## config.mk

```make
export PLATFORM = sky130hd
export DESIGN_NAME = float_to_int
export DESIGN_NICKNAME = d
export VERILOG_FILES = /design/src/rtl/float_pkg.sv /design/src/rtl/float_unpack.sv /design/src/rtl/float_to_int.sv
export SDC_FILE = /design/constraint.sdc
export NUM_CORES = 1
export LEC_CHECK = 0
export ABC_AREA = 1
export CORE_MARGIN = 1
export CORE_UTILIZATION = 50
export DETAILED_ROUTE_END_ITERATION = 10
export DONT_BUFFER_PORTS = 1
export MAX_ROUTING_LAYER = met4
export PLACE_DENSITY = 0.65
export REMOVE_ABC_BUFFERS = 1
export SETUP_SLACK_MARGIN = 0.3
export SYNTH_ARGS = -nofsm -noshare
export SYNTH_HDL_FRONTEND = slang
export SYNTH_SLANG_ARGS = --single-unit
```

## constraint.sdc

```tcl
create_clock -name clk -period 1.85 [get_ports clk]
set_input_delay 0.2775 -clock clk [delete_from_list [all_inputs] [get_ports clk]]
set_output_delay 0.2775 -clock clk [all_outputs]
set_load 0.02 [all_outputs]
```

## src/rtl/float_pkg.sv

```systemverilog
// Shared IEEE-754 single-precision constants and types.
// Reused by the float datapath blocks.
package float_pkg;

    localparam int FLT_BIAS = 127;
    localparam int EXP_W    = 8;
    localparam int FRAC_W   = 23;
    localparam int SIGN_BIT = 31;
    localparam int EXP_LSB  = FRAC_W;
    localparam int EXP_MSB  = FRAC_W + EXP_W - 1;

    localparam logic [EXP_W-1:0] EXP_ALL1 = '1;
    localparam logic [EXP_W-1:0] EXP_2P31 = EXP_W'(FLT_BIAS + 31);

    localparam logic [31:0] INT_MAX = 32'h7FFF_FFFF;
    localparam logic [31:0] INT_MIN = 32'h8000_0000;

    typedef enum logic [1:0] {
        IDLE,
        SHIFT,
        FIX,
        DONE
    } state_t;

endpackage

```

## src/rtl/float_unpack.sv

```systemverilog
// Combinational split of a single-precision float into fields,
// unbiased exponent and class bits.
module float_unpack
    import float_pkg::*;
(
    input  logic [31:0]       f,
    output logic              sign,
    output logic [EXP_W-1:0]  biased_exp,
    output logic [FRAC_W-1:0] frac,
    output logic signed [8:0] e,
    output logic              is_nan,
    output logic              is_inf,
    output logic              is_zero,
    output logic              is_denorm
);

    logic exp_max;
    logic exp_min;
    logic frac_nz;

    assign sign       = f[SIGN_BIT];
    assign biased_exp = f[EXP_MSB:EXP_LSB];
    assign frac       = f[FRAC_W-1:0];
    assign e          = $signed({1'b0, biased_exp}) - 9'(FLT_BIAS);

    assign exp_max = (biased_exp == EXP_ALL1);
    assign exp_min = (biased_exp == '0);
    assign frac_nz = (frac != '0);

    assign is_nan    = exp_max & frac_nz;
    assign is_inf    = exp_max & ~frac_nz;
    assign is_zero   = exp_min & ~frac_nz;
    assign is_denorm = exp_min & frac_nz;

endmodule

```

## src/rtl/float_to_int.sv

```systemverilog
// Float to signed 32-bit integer, truncating toward zero with a
// one-bit-per-cycle shifter behind valid/ready handshakes.
module float_to_int
    import float_pkg::*;
(
    input  logic        clk,
    input  logic        rst_n,
    input  logic        in_valid,
    output logic        in_ready,
    input  logic [31:0] in_data,
    output logic        out_valid,
    input  logic        out_ready,
    output logic [31:0] out_data,
    output logic [2:0]  out_flags
);

    logic              u_sign;
    logic [EXP_W-1:0]  u_exp;
    logic [FRAC_W-1:0] u_frac;
    logic signed [8:0] u_e;
    logic              u_nan;
    logic              u_inf;
    logic              u_zero;
    logic              u_denorm;

    float_unpack u_unpack (
        .f          (in_data),
        .sign       (u_sign),
        .biased_exp (u_exp),
        .frac       (u_frac),
        .e          (u_e),
        .is_nan     (u_nan),
        .is_inf     (u_inf),
        .is_zero    (u_zero),
        .is_denorm  (u_denorm)
    );

    state_t      state_q, state_d;
    logic [31:0] mant_q, mant_d;
    logic [4:0]  cnt_q, cnt_d;
    logic        left_q, left_d;
    logic        sign_q, sign_d;
    logic        sticky_q, sticky_d;
    logic [31:0] data_q, data_d;
    logic [2:0]  flags_q, flags_d;

    logic        sh_left;
    logic [4:0]  sh_cnt;

    // Valid only for 0 <= e <= 30, the range that reaches the shifter.
    assign sh_left = (u_e[4:0] > 5'd23);
    assign sh_cnt  = sh_left ? (u_e[4:0] - 5'd23)
                             : (5'd23 - u_e[4:0]);

    assign in_ready  = (state_q == IDLE);
    assign out_valid = (state_q == DONE);
    assign out_data  = data_q;
    assign out_flags = flags_q;

    always_ff @(posedge clk or negedge rst_n) begin
        if (!rst_n) begin
            state_q  <= IDLE;
            mant_q   <= '0;
            cnt_q    <= '0;
            left_q   <= 1'b0;
            sign_q   <= 1'b0;
            sticky_q <= 1'b0;
            data_q   <= '0;
            flags_q  <= '0;
        end else begin
            state_q  <= state_d;
            mant_q   <= mant_d;
            cnt_q    <= cnt_d;
            left_q   <= left_d;
            sign_q   <= sign_d;
            sticky_q <= sticky_d;
            data_q   <= data_d;
            flags_q  <= flags_d;
        end
    end

    always_comb begin
        state_d  = state_q;
        mant_d   = mant_q;
        cnt_d    = cnt_q;
        left_d   = left_q;
        sign_d   = sign_q;
        sticky_d = sticky_q;
        data_d   = data_q;
        flags_d  = flags_q;
        case (state_q)
            IDLE: begin
                if (in_valid) begin
                    sign_d   = u_sign;
                    sticky_d = 1'b0;
                    mant_d   = {8'd0, ~(u_zero | u_denorm), u_frac};
                    cnt_d    = '0;
                    state_d  = DONE;
                    if (u_nan) begin
                        data_d  = '0;
                        flags_d = 3'b100;
                    end else if (u_inf || u_e > 9'sd30) begin
                        // -2^31 is the one representable value here.
                        if (u_sign && u_exp == EXP_2P31
                            && u_frac == '0) begin
                            data_d  = INT_MIN;
                            flags_d = 3'b000;
                        end else begin
                            data_d  = u_sign ? INT_MIN : INT_MAX;
                            flags_d = 3'b010;
                        end
                    end else if (u_e < 9'sd0) begin
                        data_d  = '0;
                        flags_d = {2'b00, ~u_zero};
                    end else begin
                        left_d  = sh_left;
                        cnt_d   = sh_cnt;
                        state_d = (sh_cnt == '0) ? FIX : SHIFT;
                    end
                end
            end
            SHIFT: begin
                if (left_q) begin
                    mant_d = {mant_q[30:0], 1'b0};
                end else begin
                    mant_d   = {1'b0, mant_q[31:1]};
                    sticky_d = sticky_q | mant_q[0];
                end
                cnt_d = cnt_q - 5'd1;
                if (cnt_q == 5'd1) begin
                    state_d = FIX;
                end
            end
            FIX: begin
                data_d  = sign_q ? -mant_q : mant_q;
                flags_d = {2'b00, sticky_q};
                state_d = DONE;
            end
            DONE: begin
                if (out_ready) begin
                    state_d = IDLE;
                end
            end
            default: state_d = IDLE;
        endcase
    end

endmodule

```

### Word level (Yosys, flattened, before mapping)

Cells that the tools add are included.

| cells by class | value |
|---|---|
| $add $sub $neg | 5 |
| order comparisons | 3 |
| equal/unequal tests | 11 |
| muxes and demuxes | 34 |
| bitwise logic cells | 12 |
| reduce and logical (&&, ||, !) cells | 16 |

Operators by type and width:

| cell | count |
|---|---|
| $mux 32 | 9 |
| $pmux 32 s2 | 2 |
| $neg 32->32 | 1 |
| $mux 5 | 5 |
| $logic_not 23->1 | 1 |
| $reduce_bool 23->1 | 1 |
| $eq 8x8->1 const B | 2 |
| $mux 2 | 8 |
| $mux 3 | 4 |
| $pmux 5 s2 | 1 |
| $gt 9x6->1 const B | 1 |
| $lt 9x1->1 const B | 1 |
| $reduce_and 3->1 | 3 |
| $sub 8x7->9 const B | 1 |
| $logic_not 8->1 | 1 |
| $pmux 2 s4 | 1 |
| $ne 2x2->1 const B | 3 |
| $not 1->1 | 6 |
| $pmux 3 s2 | 1 |
| $eq 5x1->1 const B | 1 |
| $gt 5x5->1 const B | 1 |
| $logic_not 5->1 | 1 |
| $reduce_and 5->1 | 1 |
| $sub 5x1->5 const B | 1 |
| other kinds (15) | 24 |

| word-level totals | value |
|---|---|
| register bits | 77 |
| bits of input ports | 36 |

### Logic depth before layout (Yosys ltp)

| logic depth | value |
|---|---|
| depth in word-level cells | 10 |
| mapped depth | 18 |

### Hierarchy

A second synthesis with hierarchy kept.

| second synthesis, totals | value |
|---|---|
| cells, all modules | 762 |
| area, all modules | 5,446.5 µm² |

Modules (own cells, without submodules):

| module | times used | cells each | area each (µm²) | seq. area each (µm²) |
|---|---|---|---|---|
| float_to_int | 1 | 671 | 4,923.5 | 1,926.8 |
| float_unpack | 1 | 91 | 523.0 | 0.0 |

### Least setup slack after synthesis

No wires, ideal clock.

| timing path | value |
|---|---|
| path kind | input to register |
| from | input in_data[23] |
| to | register data_q[29], in the netlist out_data[29] |
| library setup time | 0.117 ns |
| data arrival time | 1.806 ns |
| data required time | 1.733 ns |
| slack | -0.073 ns |
| stages | 18 |
| buffers on the path | 1 |
| cells stage by stage | ha_1 -> nand2_2 -> inv_2 -> nand2_1 -> nand2_1 -> inv_1 -> ha_1 -> inv_1 -> nor2_2 -> nor2_2 -> nand4_2 -> nand2_2 -> nor2_4 -> nand2_2 -> buf_6 -> nand2_2 -> nor2_1 -> nor2_1 |

| between the ends | value |
|---|---|
| longest elaborated chain between the ends | 8 |

Ends and longest elaborated chain:

| element | line | text |
|---|---|---|
| start: declaration | float_to_int.sv:10 | `input logic [31:0] in_data,` |
| branches (longest 8 deep; another with $sub 8x7->9) | n/a |  |
| end signal: assignment | float_to_int.sv:77 | `data_q <= data_d;` |
| end: declaration | float_to_int.sv:44 | `logic [31:0] data_q, data_d;` |

Parallel ways; which one is timed is not known. The select of a mux whose other input is x is not followed.
A chain may end at the register's enable or synchronous reset.

### Final worst setup path

| timing path | value |
|---|---|
| from | register mant_q[1] |
| to | register data_q[18], in the netlist out_data[18] |

| between the ends | value |
|---|---|
| longest elaborated chain between the ends | 3 |

Ends and longest elaborated chain:

| element | line | text |
|---|---|---|
| start: declaration | float_to_int.sv:39 | `logic [31:0] mant_q, mant_d;` |
| start signal: assignment | float_to_int.sv:72 | `mant_q <= mant_d;` |
| $neg 32->32 | float_to_int.sv:135 | `data_d = sign_q ? -mant_q : mant_q;` |
| $mux 32 | float_to_int.sv:135 |  |
| $pmux 32 s2 | float_to_int.sv:91 | `case (state_q)` |

No other way between the ends.

==> key figures <==
Status
  • Status: complete, but fails checks
  • Failing checks: hold timing, setup timing

Floorplanning
  • I/O pin count: 73
  • Die W: 103.5 um
  • Die Span Y: between 100 and 150 um
  • Total die area: 0.01072 mm2
  • Initial Utilization: roughly 52%
  • # rows: 36
  • Core Area: roughly 0.0099 mm2

Power
  • Gate power share: roughly 66%
  • Seq pwr share: 23.3%
  • Int Power: between 8000 and 9000 uW
  • Pwr Density: 2081 mW/mm2
  • VDD IR max: about 1300 uV
  • Clock power frac: 10.6%
  • Static leakage: 0.003402 uW
  • Sw Ratio: roughly 48%
  • NetSw: around 7700 uW

Timing
  • F_max: 490.6 MHz
  • RSZ-0062 raised after global routing: yes
  • Setup Viol. Count Final: 21
  • Worst hold slack: -0.4011 ns
  • Setup_tns: -2.094 ns
  • Final hold violations: 77
  • Period Utilization, post-route: 110.2%
  • Layout Skew: 0.02012 ns
  • Minimum clock period after layout: slightly above 2 ns
  • Relative slew slack: between 60% and 70%
  • Slew Limit Fails: 0
  • Slew @ Worst Pin: approximately 0.55 ns
  • Final worst setup slack: -0.1883 ns

GRT
  • Total grt overflow: 0
  • Vias in the first global route: roughly 5.6k
  • Largest net degree at the start of global routing: 78
  • Initial antenna violation count: 0
  • First-pass GRT wire length: 27730 um
  • Global Route Usage Sum: between 30% and 40%

Detailed routing
  • Final ANT Viol Nets: 0
  • 1st-pass router iterations: 6
  • 1st-iter DRT viols: around 550
  • Residual DRC: 0
  • Vias per cell: 5.998
  • Vias: slightly below 6k
  • Wire per inst: slightly below 20 um
  • Final wirelength: between 15000 and 20000 um

Final layout
  • ANT cells: 0
  • Share of layout cells above drive strength 1: between 30% and 40%
  • Most common cell after layout, fill and taps aside: nand2_1
  • Final nets: between 800 and 900
  • Commonest cells after routing, fill and taps aside: nand2_1 (151), buf_4 (76), dfrtp_1 (75)
  • Area Overhead vs Synth: 49.11%
  • Fin util: approximately 78%

CTS
  • CTS clk-pin slew, worst paths: approximately 0.10 ns
  • CTS sink count: just under 80
  • TritonCTS Buffers: 9
  • Htree depth: 3
  • CTS Buffer Depth: 2
  • Clock root cell: clkbuf_8
  • Worst skew pair latency: between 0.3 and 0.4 ns
  • CTS tree: yes

Critical path
  • Top delay family on crit path: simple AND/OR/NAND/NOR gates
  • Worst Path Buf+Inv: 3
  • Crit-path cells: inv_2 -> ha_4 -> inv_4 -> nor3_4 -> nand2_2 -> nor2_4 -> nand2_2 -> nand2_4 -> buf_6 -> nand2_2 -> a21oi_2 -> o21ai_1 -> nand2_1 -> nand2_1 -> nand2_1
  • Max FO, Critical Path: 4
  • Setup crit end kind: register
  • Crit path DAT: approximately 2.3 ns
  • CP max stage cell: dfrtp_1
  • CP Launch Type: register
  • Max incr delay on CP: just over 0.4 ns
  • Worst EP required: about 2.1 ns
  • Setup CP Type: register to register

Logic synthesis
  • Number of enable flip-flop cells after synthesis: 0
  • Synth area leader: dfrtp_1
  • Synth Flop Type: dfrtp_1
  • Post-synthesis instance total: ~740
  • Async SR Flop Fraction: 100.0%
  • Top cells by area, synth: dfrtp_1 (37%), nand2_1 (12%), o21ai_0 (7.6%)
  • Number of synthesized register bits: 77
  • Sequential fraction of the synthesis area: 37.39%
  • Synthesized area: approximately 0.0052 mm2
  • Post-synth cell types: 36
  • Area share of the largest cell type after synthesis: a little under two fifths
  • Syn_area_per_cell: around 6.9 um2
  • YS warnings: 0

Placement
  • Hpwl dp: around 11000 um
  • GP Congestion: 0.9370
  • Port Buffer Count: 0

Job
  • Max cap viols: 0

Worst hold path
  • Hold Crit Class: primary input to async pin
[final cells by class]
type	count	area, um2
sequential	77	1929
clock buffer	13	168.9
timing repair buffer	123	1378
tap	133	166.4
clock inverter	3	90.09
fill	624	2180
inverter	79	351.6
multi-input combinational	554	3601
[through the flow]
stage	cells	instance area [um2]	worst slack, ns	total power [uW]
floorplan	710	4992	-1.407	7431
global placement	911	5723	-0.1489	9583
detailed placement	911	5723	-0.2200	9770
CTS	960	6789	0.001992	13600
global route	982	7685	-0.3035	16840
finish	982	7685	-0.1883	15990
[flip-flops by register name (all words and copies together), names as in the netlist]
signal     count
mant_q        32
cnt_q          5
sign_q         1
out_flags      3
out_data      32
state_q        2
sticky_q       1
left_q         1
[power by group through the flow]
| stage | clock network [uW] | registers (uW) | logic (uW) |
|---|---|---|---|
| floorplan | 0 | 3590 | 3840 |
| global placement | 0 | 3600 | 5980 |
| detailed placement | 0 | 3620 | 6150 |
| CTS | 1680 | 3630 | 8290 |
| global route | 1760 | 3830 | 11300 |
| finish | 1690 | 3730 | 10600 |
[path summary, 6_finish.rpt]
path / slack, ns / from / end / cells after the start
max in group asynchronous: 2.13 / rst_n / mant_q[31] / 0
worst max-delay path: -0.19 / mant_q[1] / out_data[18] / 15
worst max register to register: -0.19 / mant_q[1] / out_data[18] / 15
min in group clk: 0.09 / in_data[8] / mant_q[8] / 2
worst min register to register: 0.56 / cnt_q[3] / cnt_q[3] / 2
worst min-delay path: -0.40 / rst_n / mant_q[9] / 0
[cell usage after synthesis (4+ instances only)]
cell / instances
o21ai_0: 78
clkbuf_1: 16
nand2_1: 170
nor3_1: 4
buf_1: 5
a22oi_1: 12
a21oi_1: 61
buf_4: 4
inv_2: 4
nand4_1: 14
dfrtp_1: 77
o211ai_1: 9
nand2_2: 9
o22ai_1: 12
ha_1: 14
buf_2: 6
nor2_2: 5
nor2_1: 76
inv_1: 74
a31oi_1: 23
nand3_1: 48
[logic make-up after synthesis]
kind of cell	synth area share [%]
flops	37.39
compound gates	21.92
xor+xnor	0.3400
fa+ha+maj	3.399
buf+inv	8.886
simple gates	28.06
[metal layers]
| metal | track usage, % | part of all wire, % | vias up |
|---|---|---|---|
| li1 | - | - | 2715 |
| met1 | 40.93 | 38 | 2798 |
| met2 | 53.36 | 48 | 310 |
| met3 | 6.986 | 9.5 | 67 |
| met4 | 14.49 | 4.2 | 0 |
| met5 | - | 0 | - |
[timing repair]
item | CTS | global route
resized for setup | 116 | 167
gates cloned | 10 | 2
hold endpoints to repair | 77 | 77
setup buffers | 23 | 20
pin swaps | 38 | 64
endpoints found under the setup margin | 77 | 77
Note: power is estimated with default switching activity, not from simulation.
